`src/rtl/riscv_pkg.sv`:
```
// Shared RV32I core types: next-PC selector encoding (matches the control
// decoder), fetch FSM states and the reset-time instruction.
package riscv_pkg;

  typedef enum logic [1:0] {
    NPC_SEQ    = 2'b00,
    NPC_JALR   = 2'b01,
    NPC_BRANCH = 2'b10,
    NPC_JAL    = 2'b11
  } next_pc_sel_e;

  typedef enum logic [2:0] {
    FS_IDLE,
    FS_REQ,
    FS_WAIT,
    FS_HOLD,
    FS_TRAP
  } fetch_state_e;

  localparam logic [31:0] NOP_INSTR = 32'h0000_0013;

endpackage

```
`src/rtl/next_pc_calc.sv`:
```
// Combinational next-PC selection for sequential, JALR, branch and JAL flow.
module next_pc_calc
  import riscv_pkg::*;
#(
  parameter int XLEN = 32
) (
  input  logic [XLEN-1:0] pc,
  input  logic [1:0]      selector,
  input  logic            branch_taken,
  input  logic [XLEN-1:0] immediate,
  input  logic [XLEN-1:0] alu_result,
  output logic [XLEN-1:0] next_pc
);

  logic [XLEN-1:0] seq_pc;
  logic [XLEN-1:0] rel_pc;
  next_pc_sel_e    sel;

  always_comb begin
    seq_pc = pc + XLEN'(4);
    rel_pc = pc + immediate;
    sel    = next_pc_sel_e'(selector);
    unique case (sel)
      NPC_SEQ:    next_pc = seq_pc;
      NPC_JALR:   next_pc = alu_result & ~XLEN'(1);
      NPC_BRANCH: next_pc = branch_taken ? rel_pc : seq_pc;
      NPC_JAL:    next_pc = rel_pc;
      default:    next_pc = seq_pc;
    endcase
  end

endmodule

```
`src/rtl/instruction_fetch_unit.sv`:
```
// Multi-cycle RV32I fetch stage: owns the PC, issues one outstanding imem
// request at a time, holds the instruction until retired, traps on misalignment.
module instruction_fetch_unit
  import riscv_pkg::*;
#(
  parameter int              XLEN     = 32,
  parameter logic [XLEN-1:0] RESET_PC = 32'h0000_0000
) (
  input  logic            clk,
  input  logic            rst,
  output logic            imem_req_valid,
  input  logic            imem_req_ready,
  output logic [XLEN-1:0] imem_addr,
  input  logic            imem_rsp_valid,
  input  logic [31:0]     imem_rsp_data,
  output logic            instr_valid,
  output logic [31:0]     instruction,
  output logic [XLEN-1:0] pc,
  output logic [XLEN-1:0] pc_plus_4,
  input  logic            instr_ready,
  input  logic [1:0]      next_pc_selector,
  input  logic            branch_taken,
  input  logic [XLEN-1:0] immediate,
  input  logic [XLEN-1:0] alu_result,
  output logic            misaligned,
  output logic [XLEN-1:0] bad_addr
);

  fetch_state_e    state_q, state_d;
  logic [XLEN-1:0] pc_q, pc_d;
  logic [31:0]     instr_q, instr_d;
  logic            req_valid_q, req_valid_d;
  logic            instr_valid_q, instr_valid_d;
  logic            misaligned_q, misaligned_d;
  logic [XLEN-1:0] bad_addr_q, bad_addr_d;
  logic [XLEN-1:0] next_pc;

  next_pc_calc #(
    .XLEN(XLEN)
  ) u_next_pc_calc (
    .pc          (pc_q),
    .selector    (next_pc_selector),
    .branch_taken(branch_taken),
    .immediate   (immediate),
    .alu_result  (alu_result),
    .next_pc     (next_pc)
  );

  // Valid outputs are registered alongside the state transition so they
  // always match the state being entered.
  always_comb begin
    state_d       = state_q;
    pc_d          = pc_q;
    instr_d       = instr_q;
    req_valid_d   = req_valid_q;
    instr_valid_d = instr_valid_q;
    misaligned_d  = misaligned_q;
    bad_addr_d    = bad_addr_q;
    case (state_q)
      FS_IDLE: begin
        state_d     = FS_REQ;
        req_valid_d = 1'b1;
      end
      FS_REQ: begin
        if (imem_req_ready) begin
          state_d     = FS_WAIT;
          req_valid_d = 1'b0;
        end
      end
      FS_WAIT: begin
        if (imem_rsp_valid) begin
          state_d       = FS_HOLD;
          instr_d       = imem_rsp_data;
          instr_valid_d = 1'b1;
        end
      end
      FS_HOLD: begin
        if (instr_ready) begin
          instr_valid_d = 1'b0;
          if (next_pc[1:0] != 2'b00) begin
            state_d      = FS_TRAP;
            misaligned_d = 1'b1;
            bad_addr_d   = next_pc;
          end else begin
            state_d     = FS_REQ;
            pc_d        = next_pc;
            req_valid_d = 1'b1;
          end
        end
      end
      FS_TRAP: begin
        req_valid_d   = 1'b0;
        instr_valid_d = 1'b0;
      end
      default: begin
        state_d       = FS_IDLE;
        req_valid_d   = 1'b0;
        instr_valid_d = 1'b0;
      end
    endcase
  end

  always_ff @(posedge clk or posedge rst) begin
    if (rst) begin
      state_q       <= FS_IDLE;
      pc_q          <= RESET_PC;
      instr_q       <= NOP_INSTR;
      req_valid_q   <= 1'b0;
      instr_valid_q <= 1'b0;
      misaligned_q  <= 1'b0;
      bad_addr_q    <= '0;
    end else begin
      state_q       <= state_d;
      pc_q          <= pc_d;
      instr_q       <= instr_d;
      req_valid_q   <= req_valid_d;
      instr_valid_q <= instr_valid_d;
      misaligned_q  <= misaligned_d;
      bad_addr_q    <= bad_addr_d;
    end
  end

  assign imem_req_valid = req_valid_q;
  assign imem_addr      = pc_q;
  assign instr_valid    = instr_valid_q;
  assign instruction    = instr_q;
  assign pc             = pc_q;
  assign pc_plus_4      = pc_q + XLEN'(4);
  assign misaligned     = misaligned_q;
  assign bad_addr       = bad_addr_q;

endmodule

```
`config.mk`:
```
export PLATFORM = sky130hd
export DESIGN_NAME = instruction_fetch_unit
export DESIGN_NICKNAME = d
export VERILOG_FILES = /design/src/rtl/riscv_pkg.sv /design/src/rtl/next_pc_calc.sv /design/src/rtl/instruction_fetch_unit.sv
export SDC_FILE = /design/constraint.sdc
export NUM_CORES = 1
export LEC_CHECK = 0
export CELL_PAD_IN_SITES_DETAIL_PLACEMENT = 1
export CELL_PAD_IN_SITES_GLOBAL_PLACEMENT = 1
export CORE_UTILIZATION = 35
export CTS_CLUSTER_SIZE = 28
export DETAILED_ROUTE_END_ITERATION = 10
export PLACE_DENSITY = 0.9
export SYNTH_ARGS = -nofsm -noshare
export SYNTH_HDL_FRONTEND = slang
export SYNTH_SLANG_ARGS = --single-unit
```
`constraint.sdc`:
```
create_clock -name clk -period 5.7 [get_ports clk]
set_clock_uncertainty 0.05 [all_clocks]
set_input_delay 1.14 -clock clk [delete_from_list [all_inputs] [get_ports clk]]
set_output_delay 1.14 -clock clk [all_outputs]
set_load 0.02 [all_outputs]
```
==> results of run 1 <==
power breakdown:
group	internal (mW)	total, mW	leakage, nW	switching (mW)
Sequential	1.07	1.49	1.25	0.419
Clock	0.307	0.628	0.134	0.321
Combinational	1.70	3.70	2.62	2.00
Total	3.08	5.82	4.00	2.74
synthesized netlist by cell type (all sizes together), types with 6 or more instances:
library cell	n
nand2b	6
dfrtp	99
a21oi	42
nand2	90
and2	6
a211oi	10
buf	44
inv	16
o21ai	76
nor3	10
a21o	8
mux2	43
nand4	15
nor2b	7
and3	7
a222oi	10
o221ai	7
clkbuf	27
a31oi	9
ha	32
nand3	13
xnor2	30
nor2	49
xor2	22
layer usage:
metal  global-route usage  vias to the layer above  part of all wire
li1                     -                     3161                 -
met5                    0                        -                 0
met4               0.1239                        0             0.034
met3              0.05316                       62             0.072
met2               0.4572                      295              0.48
met1               0.3160                     3446              0.41
path summary, 6_finish.rpt:
path                         startpoint               to  slack (ns)  cells past startpoint
max                        branch_taken     bad_addr[15]        1.04                      9
min                          misaligned       misaligned        0.43                      1
max reg2reg                imem_addr[0]    imem_addr[26]        2.12                     10
min reg2reg                  misaligned       misaligned        0.43                      1
max in group asynchronous           rst     bad_addr[22]        3.32                      3
min in group asynchronous           rst  instruction[29]        1.22                      2
cell type report:
| type | instances | area [sq um] | area share |
|---|---|---|---|
| clock buffers | 9 | 225.2 | 0.02295 |
| clock inverters | 7 | 65.06 | 0.006629 |
| repair buffers | 276 | 2735 | 0.2787 |
| well taps | 260 | 325.3 | 0.03315 |
| inverters | 16 | 62.56 | 0.006374 |
| multi-input cells | 568 | 3845 | 0.3918 |
| flip-flops and latches | 102 | 2556 | 0.2605 |
state kept, by name, indices dropped and copies added (netlist names):
name            cells
bad_addr           32
imem_addr          32
instruction        32
state_q             3
imem_req_valid      1
instr_valid         1
misaligned          1
through the flow:
step | worst slack (ns) | std cells | hold WS (ns) | power [mW]
6_report | 1.039 | 1238 | 0.4279 | 5.824
5_1_grt | 0.8466 | 1238 | 0.4709 | 6.165
4_1_cts | 1.083 | 1238 | 0.4284 | 5.842
3_5_place_dp | 0.6956 | 1222 | 0.4052 | 5.186
3_3_place_gp | 0.8499 | 1222 | 0.4046 | 5.044
2_1_floorplan | 1.839 | 757 | 0.4465 | 3.623
critical path: stages:
cell             delay (ns)
clkdlybuf4s50_1        0.60
or2_1                  0.54
and2_1                 0.29
nor2_2                 0.81
a221o_1                0.42
nand2b_2               0.38
buf_4                  0.38
nand2_1                0.11
o21ai_0                0.11
cells by family after synthesis:
| group | after synthesis | synth area share |
|---|---|---|
| simple gates | 227 | 0.1565 |
| flops | 102 | 0.3717 |
| buf+inv | 87 | 0.07023 |
| mux | 48 | 0.07769 |
| compound gates | 208 | 0.1965 |
| fa+ha+maj | 33 | 0.06113 |
| xor+xnor | 52 | 0.06623 |
==> impl_results.md, run 1 <==
* Async SR Flop Fraction at 1.000
* Num CTS Buffers at 9
* CTS tree: built
* Leading cell type in the layout, fill and taps excluded: clkdlybuf4s50_1
* Top cell type's share of synthesized area at 0.3603
* Outcome: finished clean
* Final instance area at 9814 sq um
* Post-synth top flop: dfrtp_1
* Peak fanout along the critical path at 30
* PD cells at about 590 nW/um^2
* Initial antenna violation count at 0
* Post-detail-place hpwl at 20.20 mm
* Drt first-iter violations at about 350
* Hold Path Class: flop to flop
* RSZ-0062 raised after global routing: no
* Die area at a little over 20000 sq um
* # IOs at between 200 and 300
* Clock latency on the worst-skew pair at 0.36 ns
* Die Span Y at around 140 um
* Slew Viols, Final at 0
* DRC viols at 0
* Post-CTS Setup Bufs at 0
* Synth Net Count at 894
* Layout fillers at 2176
* Crit end category: flop
* Distinct cells, synth at 64
* Largest area contributor in the netlist: dfrtp_1
* Worst endpoint required time at ~6 ns
* Slew margin rel. at 0.2844
* #FFs+latches synth at around 100
* CTS root buffer: clkbuf_16
* Buffers on Ports at 265
* Antenna cells at 0
* Layout cells sized above 1 at 0.08691
* Final core utilization at 0.5178
* Core area at around 19000 sq um
* Vias in the first global route at about 7300
* TritonRoute pass-1 iters at 5
* Average size of a mapped cell at 9.084 sq um
* CTS Buffer Depth at 2
* First-pass GRT wire length at approximately 41 mm
* Routed vias at ~7000
* Grt ovf at 0
* Critical Path AT at around 4.8 ns
* Area grow syn2layout at 42.72%
* Largest net degree at the start of global routing at a little over 60
* Final setup vio count at 0
* Final worst path period share at 0.8177
* Post-DR vias/cell at around 5.6
* Crit path launch type: input port
* Minimum clock period at approximately 4.7 ns
* Syn. warnings at 0
* Total global-route track usage at 0.2651
* Post-synth EDFFs at 0
* Final TNS setup at 0 ns
* Hold Vio Cnt, Final at 0
* Die extent in x at approximately 140 um
* CTS resizes at 0
* Clock transition at the registers of the reported paths at 0.08 ns
* Cells after synthesis at around 760
* Highest-count cells in the layout ignoring fill and taps: clkdlybuf4s50_1 (265), dfrtp_1 (99), nand2_1 (90)
* Fmax at between 200 and 250 MHz
* Hold_buf cts at 0
* Top post-synthesis cells by area: dfrtp_1 (36%), mux2_2 (7.0%), ha_1 (5.8%)
* TritonCTS sink count at roughly 100
* Worst IR Drop VDD at 257.8 uV
* Max_cap viols at 0
* Tightest Pin Transition at 1.072 ns
* RD Place Congestion at roughly 0.9
* Fin nets at roughly 1100
* Leakage power at 4.004 nW
* Post-Syn Area at a little under 7000 sq um
* WL final at roughly 26 mm
* Dpl cell area at 9524 sq um
* WL per Instance at 21.31 um
* CTS H-tree depth at 3
* Kind of critical path: input port to flop
* Initial Utilization at 0.3628
* Final ANT Viol Nets at 0
* Seq/Total Area, Yosys at 0.3717
* Number of core rows at 50
Power figures use the tool's default switching activity.
==> run 2, diff against run 1 <==
- CORE_UTILIZATION: 35 -> 29
- PLACE_DENSITY: 0.9 -> 0.8
- clock period: 5.7 -> 3.8 ns (I/O delays scaled with it)
==> run 2 against run 1 <==
  * Die area grew 20%
  * Flip-flop and latch count is the same
  * Cell area grew 5.5%
  * Sequential power grew 40%
  * Hold slack gained 0.0060 ns
  * Power grew 54%
  * First-iteration DRC count grew 14%
  * Largest cell class unchanged
==> impl_results.md, run 2 (synthesis gave the netlist of run 1 again) <==
* Gate power share at 0.665 (+0.029)
* P_sw at 4.138 mW (+51%)
* Total power draw at 8.991 mW (+54%)
* DRC viols at 0 (unchanged)
* Die area at 24330 sq um (+20%)
* CTS Buffer Depth at 2 (unchanged)
* Metal3 WL at 1.724 mm (-8.8%)
* Final ANT Viol Nets at 0 (unchanged)
* Routed vias at 7013 (+0.70%)
* Minimum clock period at approximately 3.6 ns
* Area grow syn2layout at 50.60%
* Buffers on Ports at 265 (unchanged)
* Grt ovf at 0 (unchanged)
* DR top layer: met4
* Fmax at around 280 MHz
* Hold Path Class: flop to flop
* First-pass GRT wire length at 41.83 mm (+2.7%)
* WL final at 27.67 mm (+4.9%)
* Final core utilization at 0.4519 (-0.06583)
* Post-detail-place hpwl at 21.71 mm (+7.5%)
* Worst IR Drop VDD at 378.5 uV (+47%)
* Power share of the sequential group at 0.231 (-0.025)
* Critical Path AT at 3.85 ns (-0.98 ns)
* Number of core rows at 55 (+10%)
* Highest-count cells in the layout ignoring fill and taps: clkdlybuf4s50_1 (256), dfrtp_1 (99), nand2_1 (89)
* Leading cell type in the layout, fill and taps excluded: clkdlybuf4s50_1
* Placed insts at 1324 (+8.3%)
* Die extent in x at 156.0 um (+9.7%)
* Layout fillers at 2631 (+21%)
* P_int at 4.853 mW (+57%)
* Slew Viols, Final at 0 (unchanged)
* Routed met2 length at 13.49 mm (+6.3%)
* Clk pwr share at 0.104 (-0.004)
* Slew margin rel. at 0.4550 (+0.1706)
* CTS tree: built
* Initial antenna violation count at 1 (+1)
* TritonCTS sink count at 102 (unchanged)
* Final TNS setup at 0 ns (unchanged)
* Die Span Y at 156.0 um (+9.7%)
* Layout cells sized above 1 at 0.1420 (+0.05511)
* Leakage power at 4.385 nW (+9.5%)
* Largest net degree at the start of global routing at 56 (-9.7%)
* Initial Utilization at 0.3001 (-0.06269)
* # IOs at 267 (unchanged)
* Hold Vio Cnt, Final at 0 (unchanged)
* CTS H-tree depth at 3 (unchanged)
* Drt first-iter violations at 397 (+14%)
* Crit path launch type: input port
* Outcome: finished clean
* Non-filler cells, final at 1342 (+8.4%)
* Crit end category: flop
* Clock latency on the worst-skew pair at 0.36 ns (about the same)
* Hold_buf cts at 0 (unchanged)
* Kind of critical path: input port to flop
* WL per Instance at 20.62 um (-3.2%)
* Post-DR vias/cell at 5.226 (-7.1%)
* Core area at 22920 sq um (+21%)
* Final worst path period share at 0.9565
* Peak fanout along the critical path at 3 (-90%)
* Total global-route track usage at 0.2263 (-0.03887)
* Fin nets at 1160 (+4.5%)
* M1 WL at 11.67 mm (+7.2%)
* Max_cap viols at 0 (unchanged)
* Clock transition at the registers of the reported paths at 0.08 ns (about the same)
* Tightest Pin Transition at 0.8158 ns (-0.2564 ns)
* Final setup vio count at 0 (unchanged)
* Vias in the first global route at 7367 (+0.71%)
* RD Place Congestion at 0.8373 (-6.5%)
* CTS root buffer: clkbuf_16
* Worst endpoint required time at 4.02 ns (-1.85 ns)
* TritonRoute pass-1 iters at 5 (unchanged)
* PD cells at 868.2 nW/um^2 (+46%)
* Num CTS Buffers at 9 (unchanged)
* Switch share at 0.4602 (-0.01032)
## run 2: cell count changes in the layout (fill, tap and decap cells not counted), moves of 3 or more
cell / delta
buf_4: +48
dlymetal6s2s_1: +7
nor3_1: -3
clkdlybuf4s50_1: -9
## run 2: layout make-up
cell class | instances | area (sq um) | area share
Multi-Input combinational cell | 568 | 3904 | 0.3769
Timing Repair Buffer | 326 | 3151 | 0.3042
Sequential cell | 102 | 2556 | 0.2468
Tap cell | 313 | 391.6 | 0.03782
Clock buffer | 9 | 225.2 | 0.02175
Clock inverter | 7 | 63.81 | 0.006162
Inverter | 16 | 62.56 | 0.006041
Antenna cell | 1 | 2.502 | 0.0002416
## run 2: path summary, 6_finish.rpt
kind | slack [ns] | endpoint | depth (start not counted) | start
min in group asynchronous | 0.81 | instruction[15] | 2 | rst
worst max register to register | 0.54 | imem_addr[31] | 11 | imem_addr[6]
worst min-delay path | 0.43 | bad_addr[1] | 2 | bad_addr[1]
worst min register to register | 0.43 | bad_addr[1] | 2 | bad_addr[1]
max in group asynchronous | 2.13 | bad_addr[18] | 3 | rst
worst max-delay path | 0.17 | imem_addr[28] | 13 | immediate[0]
## run 2: critical path: stages
cell             delay (ns)
clkdlybuf4s50_1        0.50
ha_2                   0.21
fa_2                   0.23
a211oi_2               0.09
o211ai_1               0.30
a31oi_2                0.17
buf_4                  0.17
or4_1                  0.56
a21oi_1                0.16
buf_4                  0.14
a31oi_1                0.16
xnor2_1                0.18
o31ai_2                0.21
## run 2: power by group through the flow
stage / combinational [mW] / sequential [mW] / clock (mW)
3_5_place_dp: 5.99 / 2.10 / 0
5_1_grt: 6.42 / 2.15 / 0.998
3_3_place_gp: 5.85 / 2.05 / 0
6_report: 5.98 / 2.08 / 0.934
4_1_cts: 6.02 / 2.08 / 0.970
2_1_floorplan: 2.75 / 2.68 / 0
## run 2: what timing repair did
action	in CTS	in global routing
cloned	0	0
endpoints found under the setup margin	7	15
gates resized for setup	7	14
pin swaps	1	4
buffers inserted	1	0
## run 2: layer usage
layer,vias up,GRT usage
li1,3256,-
met1,3449,0.2756
met2,267,0.3905
met3,41,0.04167
met4,0,0.09337
met5,-,0
## run 2: metrics by stage
stage	instance area, sq um	worst slack (ns)	hold WS, ns
floorplan	6877	0.3195	0.4465
global placement	9983	-0.1702	0.4116
detailed placement	9983	-0.2058	0.4161
CTS	10300	0.03280	0.4395
global route	10360	-0.001422	0.4719
finish	10360	0.1654	0.4338
